### config.mk
export PLATFORM = sky130hd
export DESIGN_NAME = imem_loader
export DESIGN_NICKNAME = d
export VERILOG_FILES = /design/src/rtl/imem_loader.sv
export SDC_FILE = /design/constraint.sdc
export NUM_CORES = 1
export LEC_CHECK = 0
export CORE_AREA = 2 2 111 86
export CTS_CLUSTER_SIZE = 16
export DETAILED_ROUTE_END_ITERATION = 10
export DIE_AREA = 0 0 113 88
export GPL_TIMING_DRIVEN = 0
export PLACE_DENSITY = 0.85
export SYNTH_ARGS = -nofsm -noshare
export SYNTH_HDL_FRONTEND = slang
export SYNTH_SLANG_ARGS = --single-unit
### constraint.sdc
create_clock -name clk -period 3.9 [get_ports clk]
set_clock_uncertainty 0.2 [all_clocks]
set_input_delay 0.78 -clock clk [delete_from_list [all_inputs] [get_ports clk]]
set_output_delay 0.78 -clock clk [all_outputs]
set_load 0.01 [all_outputs]
### src/rtl/imem_loader.sv
// rtl/imem_loader.sv - boot-time byte-stream loader for the instruction memory
//
// Receives a length-prefixed byte stream (16-bit little-endian word count,
// then 4 bytes per word, LSB first). Each word is written to i-mem with a
// single-cycle write pulse. busy is high from start until DONE or ERR, so the
// core can be held in reset while loading.
//
// Optional feature macro: IMEM_LDR_CHECKSUM_EN
//   When defined, the image is followed by one checksum byte. It must equal the
//   XOR of all data bytes, or the load ends in ERR. Writes already made stay.
//
// Ports:
//   clk       in   1   clock, all state on rising edge
//   rst       in   1   asynchronous active-low reset
//   start     in   1   begin a load; honoured only in IDLE, DONE or ERR
//   in_valid  in   1   byte-stream valid
//   in_data   in   8   byte-stream data
//   in_ready  out  1   loader accepts a byte this cycle
//   we0       out  1   i-mem write enable, one pulse per word
//   wr_addr0  out  32  i-mem write byte address
//   wr_din0   out  32  i-mem write data
//   busy      out  1   load in progress
//   done      out  1   load completed, held until next start
//   err       out  1   load rejected, held until next start

module imem_loader #(
    parameter int          MAX_WORDS = 16,
    parameter logic [31:0] BASE_ADDR = 32'h0000_0000
) (
    input  logic        clk,
    input  logic        rst,
    input  logic        start,
    input  logic        in_valid,
    input  logic [7:0]  in_data,
    output logic        in_ready,
    output logic        we0,
    output logic [31:0] wr_addr0,
    output logic [31:0] wr_din0,
    output logic        busy,
    output logic        done,
    output logic        err
);

`ifdef IMEM_LDR_CHECKSUM_EN
    typedef enum logic [2:0] {
        S_IDLE, S_LEN0, S_LEN1, S_DATA, S_WRITE, S_DONE, S_ERR, S_CHK
    } state_t;
`else
    typedef enum logic [2:0] {
        S_IDLE, S_LEN0, S_LEN1, S_DATA, S_WRITE, S_DONE, S_ERR
    } state_t;
`endif

    state_t      state, state_nxt;
    logic [15:0] len;
    logic [15:0] word_cnt;
    logic [1:0]  byte_cnt;
    logic [23:0] shift;       // first three bytes of the word being assembled
    logic        accept;
    logic        start_ok;
    logic [15:0] len_full;
    logic        last_word;
`ifdef IMEM_LDR_CHECKSUM_EN
    logic [7:0]  xor_acc;
`endif

    assign accept    = in_valid & in_ready;
    assign start_ok  = start & ((state == S_IDLE) | (state == S_DONE) | (state == S_ERR));
    assign len_full  = {in_data, len[7:0]};
    assign last_word = (word_cnt + 16'd1) == len;

    // State register
    always_ff @(posedge clk or negedge rst) begin
        if (!rst) begin
            state <= S_IDLE;
        end else begin
            state <= state_nxt;
        end
    end

    // Next-state logic
    always_comb begin
        state_nxt = state;
        case (state)
            S_IDLE, S_DONE, S_ERR: begin
                if (start) state_nxt = S_LEN0;
            end
            S_LEN0: begin
                if (accept) state_nxt = S_LEN1;
            end
            S_LEN1: begin
                if (accept) begin
                    if (len_full == 16'd0)                 state_nxt = S_DONE;
                    else if (len_full > 16'(MAX_WORDS))    state_nxt = S_ERR;
                    else                                   state_nxt = S_DATA;
                end
            end
            S_DATA: begin
                if (accept && byte_cnt == 2'd3) state_nxt = S_WRITE;
            end
            S_WRITE: begin
`ifdef IMEM_LDR_CHECKSUM_EN
                state_nxt = last_word ? S_CHK : S_DATA;
`else
                state_nxt = last_word ? S_DONE : S_DATA;
`endif
            end
`ifdef IMEM_LDR_CHECKSUM_EN
            S_CHK: begin
                if (accept) state_nxt = (in_data == xor_acc) ? S_DONE : S_ERR;
            end
`endif
            default: state_nxt = S_IDLE;
        endcase
    end

    // Outputs decoded from state
    always_comb begin
        in_ready = 1'b0;
        we0      = 1'b0;
        busy     = 1'b0;
        done     = 1'b0;
        err      = 1'b0;
        case (state)
            S_LEN0, S_LEN1, S_DATA: begin
                in_ready = 1'b1;
                busy     = 1'b1;
            end
`ifdef IMEM_LDR_CHECKSUM_EN
            S_CHK: begin
                in_ready = 1'b1;
                busy     = 1'b1;
            end
`endif
            S_WRITE: begin
                we0  = 1'b1;
                busy = 1'b1;
            end
            S_DONE:  done = 1'b1;
            S_ERR:   err  = 1'b1;
            default: ;
        endcase
    end

    // Datapath: length capture, word assembly, write address/data registers.
    // wr_addr0/wr_din0 are loaded on the 4th byte so they are valid during WRITE
    // and then simply hold.
    always_ff @(posedge clk or negedge rst) begin
        if (!rst) begin
            len      <= 16'd0;
            word_cnt <= 16'd0;
            byte_cnt <= 2'd0;
            shift    <= 24'd0;
            wr_addr0 <= BASE_ADDR;
            wr_din0  <= 32'd0;
`ifdef IMEM_LDR_CHECKSUM_EN
            xor_acc  <= 8'd0;
`endif
        end else begin
            if (start_ok) begin
                word_cnt <= 16'd0;
                byte_cnt <= 2'd0;
`ifdef IMEM_LDR_CHECKSUM_EN
                xor_acc  <= 8'd0;
`endif
            end
            if (state == S_LEN0 && accept) len[7:0]  <= in_data;
            if (state == S_LEN1 && accept) len[15:8] <= in_data;
            if (state == S_DATA && accept) begin
                shift    <= {in_data, shift[23:8]};
                byte_cnt <= byte_cnt + 2'd1;   // wraps to 0 after the 4th byte
`ifdef IMEM_LDR_CHECKSUM_EN
                xor_acc  <= xor_acc ^ in_data;
`endif
                if (byte_cnt == 2'd3) begin
                    wr_din0  <= {in_data, shift};
                    wr_addr0 <= BASE_ADDR + {14'd0, word_cnt, 2'b00};
                end
            end
            if (state == S_WRITE) word_cnt <= word_cnt + 16'd1;
        end
    end

endmodule

==> results.md, run 1 <==
* Ys flop type: dfrtp_1
* Slowest stage delay, CP at roughly 0.64 ns
* Synth unique cells at ~50
* Clk_lat worst skew at roughly 0.35 ns
* CP max FO at 14
* Highest clock rate at roughly 290 MHz
* CTS H-tree lvls at 3
* Core area at between 8000 and 9000 sq um
* Core Util, Final at 0.700
* Clk buf depth at 2
* Pins Over Slew Limit at 0
* Ordered list of cells on the worst path: buf_2, inv_1, or3_1, inv_1, clkdlybuf4s50_1
* Maximum VDD drop at between 400 and 500 uV
* Num ports at between 80 and 90
* Syn Std Cell Area at 5060 sq um
* Drt first pass iters at 8
* Initial core utilization at 0.571
* Cell area power density at 682 nW/um^2
* Leak pwr at around 2.8 nW
* Avg Vias per Cell at between 5 and 6
* Post-synth EDFFs at 0
* Startpoint Class: register
* Flop-to-flop setup slack at approximately 1.1 ns
* Pin count of the biggest net entering global routing at 66
* Least-Margin Pin Slew at around 0.76 ns
* Seq/Total Area, Yosys at 0.539
* Final GP Congestion at roughly 0.9
* Overflow after GRT at 0
* CTS sink cnt at 109
* DR WL/cell at around 17 um
* Synthesis Warnings at 0
* Status: finished with violations
* CTS Buf Count at 9
* Failing checks: design-rule violations
* Clock transition at path regs at roughly 0.07 ns
* First-pass GRT wire length at roughly 18 mm
* IO Port Bufs at 64
* Critical Path End Type: output pin
* # rows at 30
* Post-route total power at between 4 and 5 mW
* Initial antenna violation count at 0
* Clock Tree Root: clkbuf_16
* Fin Setup TNS at 0 ns
* R2R depth at 7
* Antenna viol nets, final at 0
* Post-cts resize count at 0
* DRC at 4
* Die Y-Extent at around 88 um
* Via count of the routed design at 3547
* Layout area overhead at 22.6%
* Die W at around 110 um
* Tot GR Track Use at 0.238
* Most frequent cells in the layout: dfrtp_1, mux2_2, clkdlybuf4s50_1
* CTS tree: yes
* Worst R2R Start: state[1]
* Fin area at between 6000 and 7000 sq um
* Post-place instance area at between 5000 and 6000 sq um
* Worst reg2reg path endpoint: wr_addr0[10]
* Most Frequent Cell on Critical Path: inv_1
* Final WL at roughly 11 mm
* Non-filler cells, final at 632
* Final HPWL DP at 7.89 mm
* Critical Path AT at between 2 and 3 ns
* DRT iter0 DRCs at approximately 210
* Final Setup Violations at 0
* Diode count at 0
* HP Class: input pin to async pin
* Slew margin rel. at 0.492
* # nets final at ~530
* Yosys reg bits at between 100 and 150
* Post-synth ARST share at 1.00
* RSZ-0062 raised after global routing: false
* Endpoints failing hold at 0
* Syn Inst Count at 425
* Slowest CP cell: clkdlybuf4s50_1
* Period utilization at 0.897
* Max_cap viols at 0
* Placed cell count at roughly 620
* Critical path class: register to output pin
* Layout cells sized above 1 at 0.254
* Post-CTS Setup Bufs at 0
* # hold bufs at CTS at 0
* Number of fill cells at roughly 640
* Required @ worst endpoint at between 2 and 3 ns
* Min Tclk post-route at roughly 3.5 ns
* Commonest non-fill, non-tap cell in the layout: dfrtp_1
* Syn avg cell area at between 10 and 15 sq um
* Vias in the first global route at about 3600
* Die Area at 9940 sq um
==> cell type report <==
type                            instances  area (sq um)  share of cell area
Sequential cell                       109          2730               0.440
Timing Repair Buffer                   65           666               0.107
Inverter                                4          15.0             0.00242
Tap cell                              112           140              0.0226
Clock inverter                          7          57.6             0.00928
Buffer                                 39           214              0.0345
Clock buffer                            9           225              0.0363
Multi-Input combinational cell        287          2160               0.348
==> critical path, delay by kind of cell, from the launching register on <==
kind,cells,cell delay [ns]
AND/OR/NAND/NOR,1,0.44
buffers and inverters,4,1.39
flip-flops,1,0.34
==> sequential cells by signal (all words and copies together) (netlist names) <==
| register | cells |
|---|---|
| wr_din0 | 32 |
| shift | 24 |
| len | 16 |
| word_cnt | 16 |
| wr_addr0 | 16 |
| state | 3 |
| byte_cnt | 2 |
==> per-layer routing <==
metal	GRT usage	part of all wire	vias up
li1	-	-	1660
met4	0.0776	0.011	0
met2	0.385	0.48	109
met1	0.323	0.45	1765
met3	0.0547	0.055	13
met5	0	0	-
==> through the flow <==
stage | hold WS (ns) | setup slack, ns
6_report | 0.216 | 0.404
5_1_grt | 0.270 | 0.161
4_1_cts | 0.239 | 0.0985
3_5_place_dp | 0.283 | 0.283
3_3_place_gp | 0.279 | -2.05
2_1_floorplan | 0.268 | 1.40
==> worst max-delay path by stage <==
stage	start	endpoint	slack, ns
global route	state[2]	we0	0.16
global placement	rst	wr_addr0[5]	-2.05
CTS	state[2]	we0	0.1
floorplan	in_valid	wr_addr0[10]	1.40
detailed placement	in_valid	wr_addr0[14]	0.28
finish	state[2]	we0	0.40
==> Yosys cell counts (all sizes together) (2+ instances only) <==
master | number | area share
xnor2 | 18 | 0.031
o31ai | 4 | 0.0059
nor4 | 9 | 0.012
nand3 | 11 | 0.012
nand4 | 8 | 0.011
mux2 | 87 | 0.19
or4 | 2 | 0.0030
nor3 | 3 | 0.0040
xor2 | 9 | 0.016
nand2b | 2 | 0.0025
buf | 22 | 0.029
nor2 | 24 | 0.018
ha | 2 | 0.0049
nand2 | 25 | 0.019
o21ai | 31 | 0.031
clkbuf | 18 | 0.014
and2 | 2 | 0.0025
inv | 4 | 0.0030
a211o | 2 | 0.0035
nor3b | 2 | 0.0030
and3 | 4 | 0.0052
a21oi | 7 | 0.0069
nor2b | 3 | 0.0037
dfrtp | 109 | 0.54
==> power by group <==
part | total [mW] | switching [mW] | internal (mW)
Combinational | 1.55 | 0.672 | 0.877
Clock | 0.866 | 0.423 | 0.443
Sequential | 1.82 | 0.284 | 1.53
==> logic make-up after synthesis <==
family / after synthesis / share of synthesized area
flops: 109 / 0.539
simple gates: 98 / 0.0999
mux: 88 / 0.196
compound gates: 55 / 0.0650
buf+inv: 44 / 0.0460
xor+xnor: 27 / 0.0467
fa+ha+maj: 3 / 0.00692
other cells: 1 / 0.000741
Power figures use the tool's default switching activity.
==> inputs of run 2 (changes only) <==
==> config.mk (replaced) <==
export PLATFORM = sky130hd
export DESIGN_NAME = imem_loader
export DESIGN_NICKNAME = d
export VERILOG_FILES = /design/src/rtl/imem_loader.sv
export SDC_FILE = /design/constraint.sdc
export NUM_CORES = 1
export LEC_CHECK = 0
export ABC_AREA = 1
export CORE_AREA = 2 2 112 87
export CTS_CLUSTER_SIZE = 16
export DETAILED_ROUTE_END_ITERATION = 10
export DIE_AREA = 0 0 114 89
export GPL_TIMING_DRIVEN = 0
export PLACE_DENSITY = 0.84
export SYNTH_ARGS = -nofsm -noshare
export SYNTH_HDL_FRONTEND = slang
export SYNTH_SLANG_ARGS = --single-unit
==> run 2 against run 1 <==
Effect of this change: non-clock buffer count fell by 4; clock power up 18%; utilization is 0.49 points higher; the run now ends clean; largest cell class unchanged; flip-flop and latch count did not move; critical path type unchanged.
==> results.md, run 2 <==
* Status: finished, final reports clean
* Overflow after GRT at 0 (unchanged)
* R2R depth at 14 (+7)
* First-pass GRT wire length at 21.8 mm (+19%)
* Final HPWL DP at 9.56 mm (+21%)
* Number of fill cells at 656 (+2.2%)
* DR WL/cell at 16.3 um (-5.3%)
* Syn Inst Count at 610 (+44%)
* Slew margin rel. at 0.577 (+0.0844)
* Clock Tree Root: clkbuf_16
* Required @ worst endpoint at 2.92 ns (about the same)
* Synth cell count leaders: nand2_1, dfrtp_1, o21ai_0
* Setup crit start: state[1]
* Critical Path AT at 2.66 ns (+0.14 ns)
* # nets final at 715 (+35%)
* Max reg flops at 32 (unchanged)
* Layout cells sized above 1 at 0.0963 (-0.158)
* Synthesis Warnings at 0 (unchanged)
* Slowest CP cell: clkdlybuf4s50_1
* Antenna viol nets, final at 0 (unchanged)
* Clock transition at path regs at 0.07 ns (about the same)
* HP Class: input pin to async pin
* Pins Over Slew Limit at 0 (unchanged)
* Avg Vias per Cell at 5.68 (+1.1%)
* Placed cell count at 802 (+30%)
* Leak pwr at 3.05 nW (+9.4%)
* Synth area leaders: dfrtp_1, nand2_1, o21ai_0, inv_1, nand3_1
* Critical path class: register to output pin
* Initial core utilization at 0.571 (about the same)
* Slowest stage delay, CP at 0.66 ns (+0.02 ns)
* Worst R2R Start: word_cnt[0]
* Syn avg cell area at 8.37 sq um (-30%)
* CP Depth at 5 (unchanged)
* Top flop regs: wr_din0: 32 flops, shift: 24 flops
* Endpoints failing hold at 0 (unchanged)
* Layout area overhead at 23.4%
* Die Area at 10100 sq um (+2.0%)
* Yosys reg bits at 109 (unchanged)
* Most common cell in the synthesized netlist: nand2_1
* CTS sink cnt at 109 (unchanged)
* Initial antenna violation count at 0 (unchanged)
* Die W at 114 um (+0.88%)
* Max_cap viols at 0 (unchanged)
* CTS H-tree lvls at 3 (unchanged)
* Die Y-Extent at 89 um (+1.1%)
* Pin count of the biggest net entering global routing at 64 (-3.0%)
* # rows at 30 (unchanged)
* Crit path max-delay family: buffers and inverters
* Vias in the first global route at 4479 (+24%)
* DRT iter0 DRCs at 446 (+110%)
* Final Setup Violations at 0 (unchanged)
* Highest clock rate at 275 MHz (-3.9%)
* Commonest non-fill, non-tap cell in the layout: nand2_1
* CTS tree: yes
* Synth area leader: dfrtp_1
* Share of the synthesized area in the top cell type at 0.534 (-0.00476)
* RSZ-0062 raised after global routing: false
* IO Port Bufs at 64 (unchanged)
* Post-route total power at 3.51 mW (-17%)
* Final GP Congestion at 0.970 (+7.0%)
* Clk buf depth at 2 (unchanged)
* # hold bufs at CTS at 0 (unchanged)
* Tot GR Track Use at 0.280 (+0.0427)
* Post-synth ARST share at 1.00 (unchanged)
* DRC at 0 (-4)
* CP Buf/Inv Count at 3 (-1)
* Largest Register: wr_din0
* Drt first pass iters at 6 (-2)
* Post-cts resize count at 0 (unchanged)
* Via count of the routed design at 4643 (+31%)
* Ordered list of cells on the worst path: nor2_1, nand2_1, inv_1, clkbuf_1, clkdlybuf4s50_1
* Most frequent cells in the layout: nand2_1, dfrtp_1, o21ai_0
* Maximum VDD drop at 415 uV (+1.8%)
* Clk_lat worst skew at 0.36 ns (about the same)
* Critical Path End Type: output pin
* Non-filler cells, final at 818 (+29%)
* Diode count at 0 (unchanged)
* Core area at 8930 sq um (+0.85%)
* Final WL at 13.3 mm (+23%)
* Num ports at 81 (unchanged)
* Syn Std Cell Area at 5100 sq um (+0.89%)
* Cell area power density at 557 nW/um^2 (-18%)
* Startpoint Class: register
* Seq/Total Area, Yosys at 0.534 (-0.00476)
* Ys flop type: dfrtp_1
* Period utilization at 0.933 (+0.0367)
* Post-synth EDFFs at 0 (unchanged)
* CP max FO at 10 (-4)
* CTS Buf Count at 9 (unchanged)
* Min Tclk post-route at 3.64 ns (+0.143 ns)
* Least-Margin Pin Slew at 0.635 ns (-0.127 ns)
* Post-CTS Setup Bufs at 0 (unchanged)
* Synth unique cells at 27 (-45%)
## run 2: cell type report
cell class                 instances  area, sq um  share of cell area
timing repair buffer              65          666               0.106
multi-input combinational        410         1970               0.313
clock buffer                       9          225              0.0358
tap                              112          140              0.0223
sequential                       109         2730               0.433
inverter                          71          267              0.0423
clock inverter                     7          105              0.0167
buffer                            35          198              0.0314
## run 2: final timing paths
kind,endpoint,slack (ns)
max,we0,0.26
min,wr_din0[24],0.24
max reg2reg,state[1],1.61
min reg2reg,wr_addr0[8],0.29
max in group asynchronous,word_cnt[6],2.55
min in group clk,wr_addr0[8],0.29
## run 2: logic make-up (layout without fill, tap and decap cells)
logic type / Yosys count / count (layout) / share of synthesized area
XOR/XNOR: 4 / 4 / 0.0103
AND/OR/NAND/NOR: 276 / 276 / 0.237
buffers and inverters: 106 / 187 / 0.0909
other: 1 / 16 / 0.000735
multiplexers: 8 / 8 / 0.0176
AO/OA/AOI/OAI: 104 / 104 / 0.105
adder cells (fa/ha/maj): 2 / 2 / 0.00490
flip-flops: 109 / 109 / 0.534
## run 2: stage by stage
step | util | hold WS (ns) | worst slack [ns] | TNS [ns] | area [sq um]
floorplan | - | 0.249 | 1.79 | 0 | 5160
global placement | 0.665 | 0.265 | -2.14 | -232.60 | 5940
detailed placement | 0.668 | 0.273 | 0.745 | 0 | 5970
CTS | 0.705 | 0.260 | 0.319 | 0 | 6300
global route | 0.705 | 0.285 | 0.216 | 0 | 6300
finish | 0.705 | 0.245 | 0.261 | 0 | 6300
## run 2: metal layers
metal | vias up | share of wire | global-route usage
met5 | - | 0 | 0
met4 | 0 | 0.036 | 0.115
met3 | 51 | 0.10 | 0.0814
met2 | 280 | 0.46 | 0.452
met1 | 2206 | 0.40 | 0.363
li1 | 2106 | - | -
## run 2: where the power goes
group | switching, mW | internal (mW) | leakage, nW
clock | 0.444 | 0.574 | 0.159
sequential | 0.182 | 1.35 | 1.47
combinational | 0.602 | 0.351 | 1.42
total | 1.23 | 2.28 | 3.05
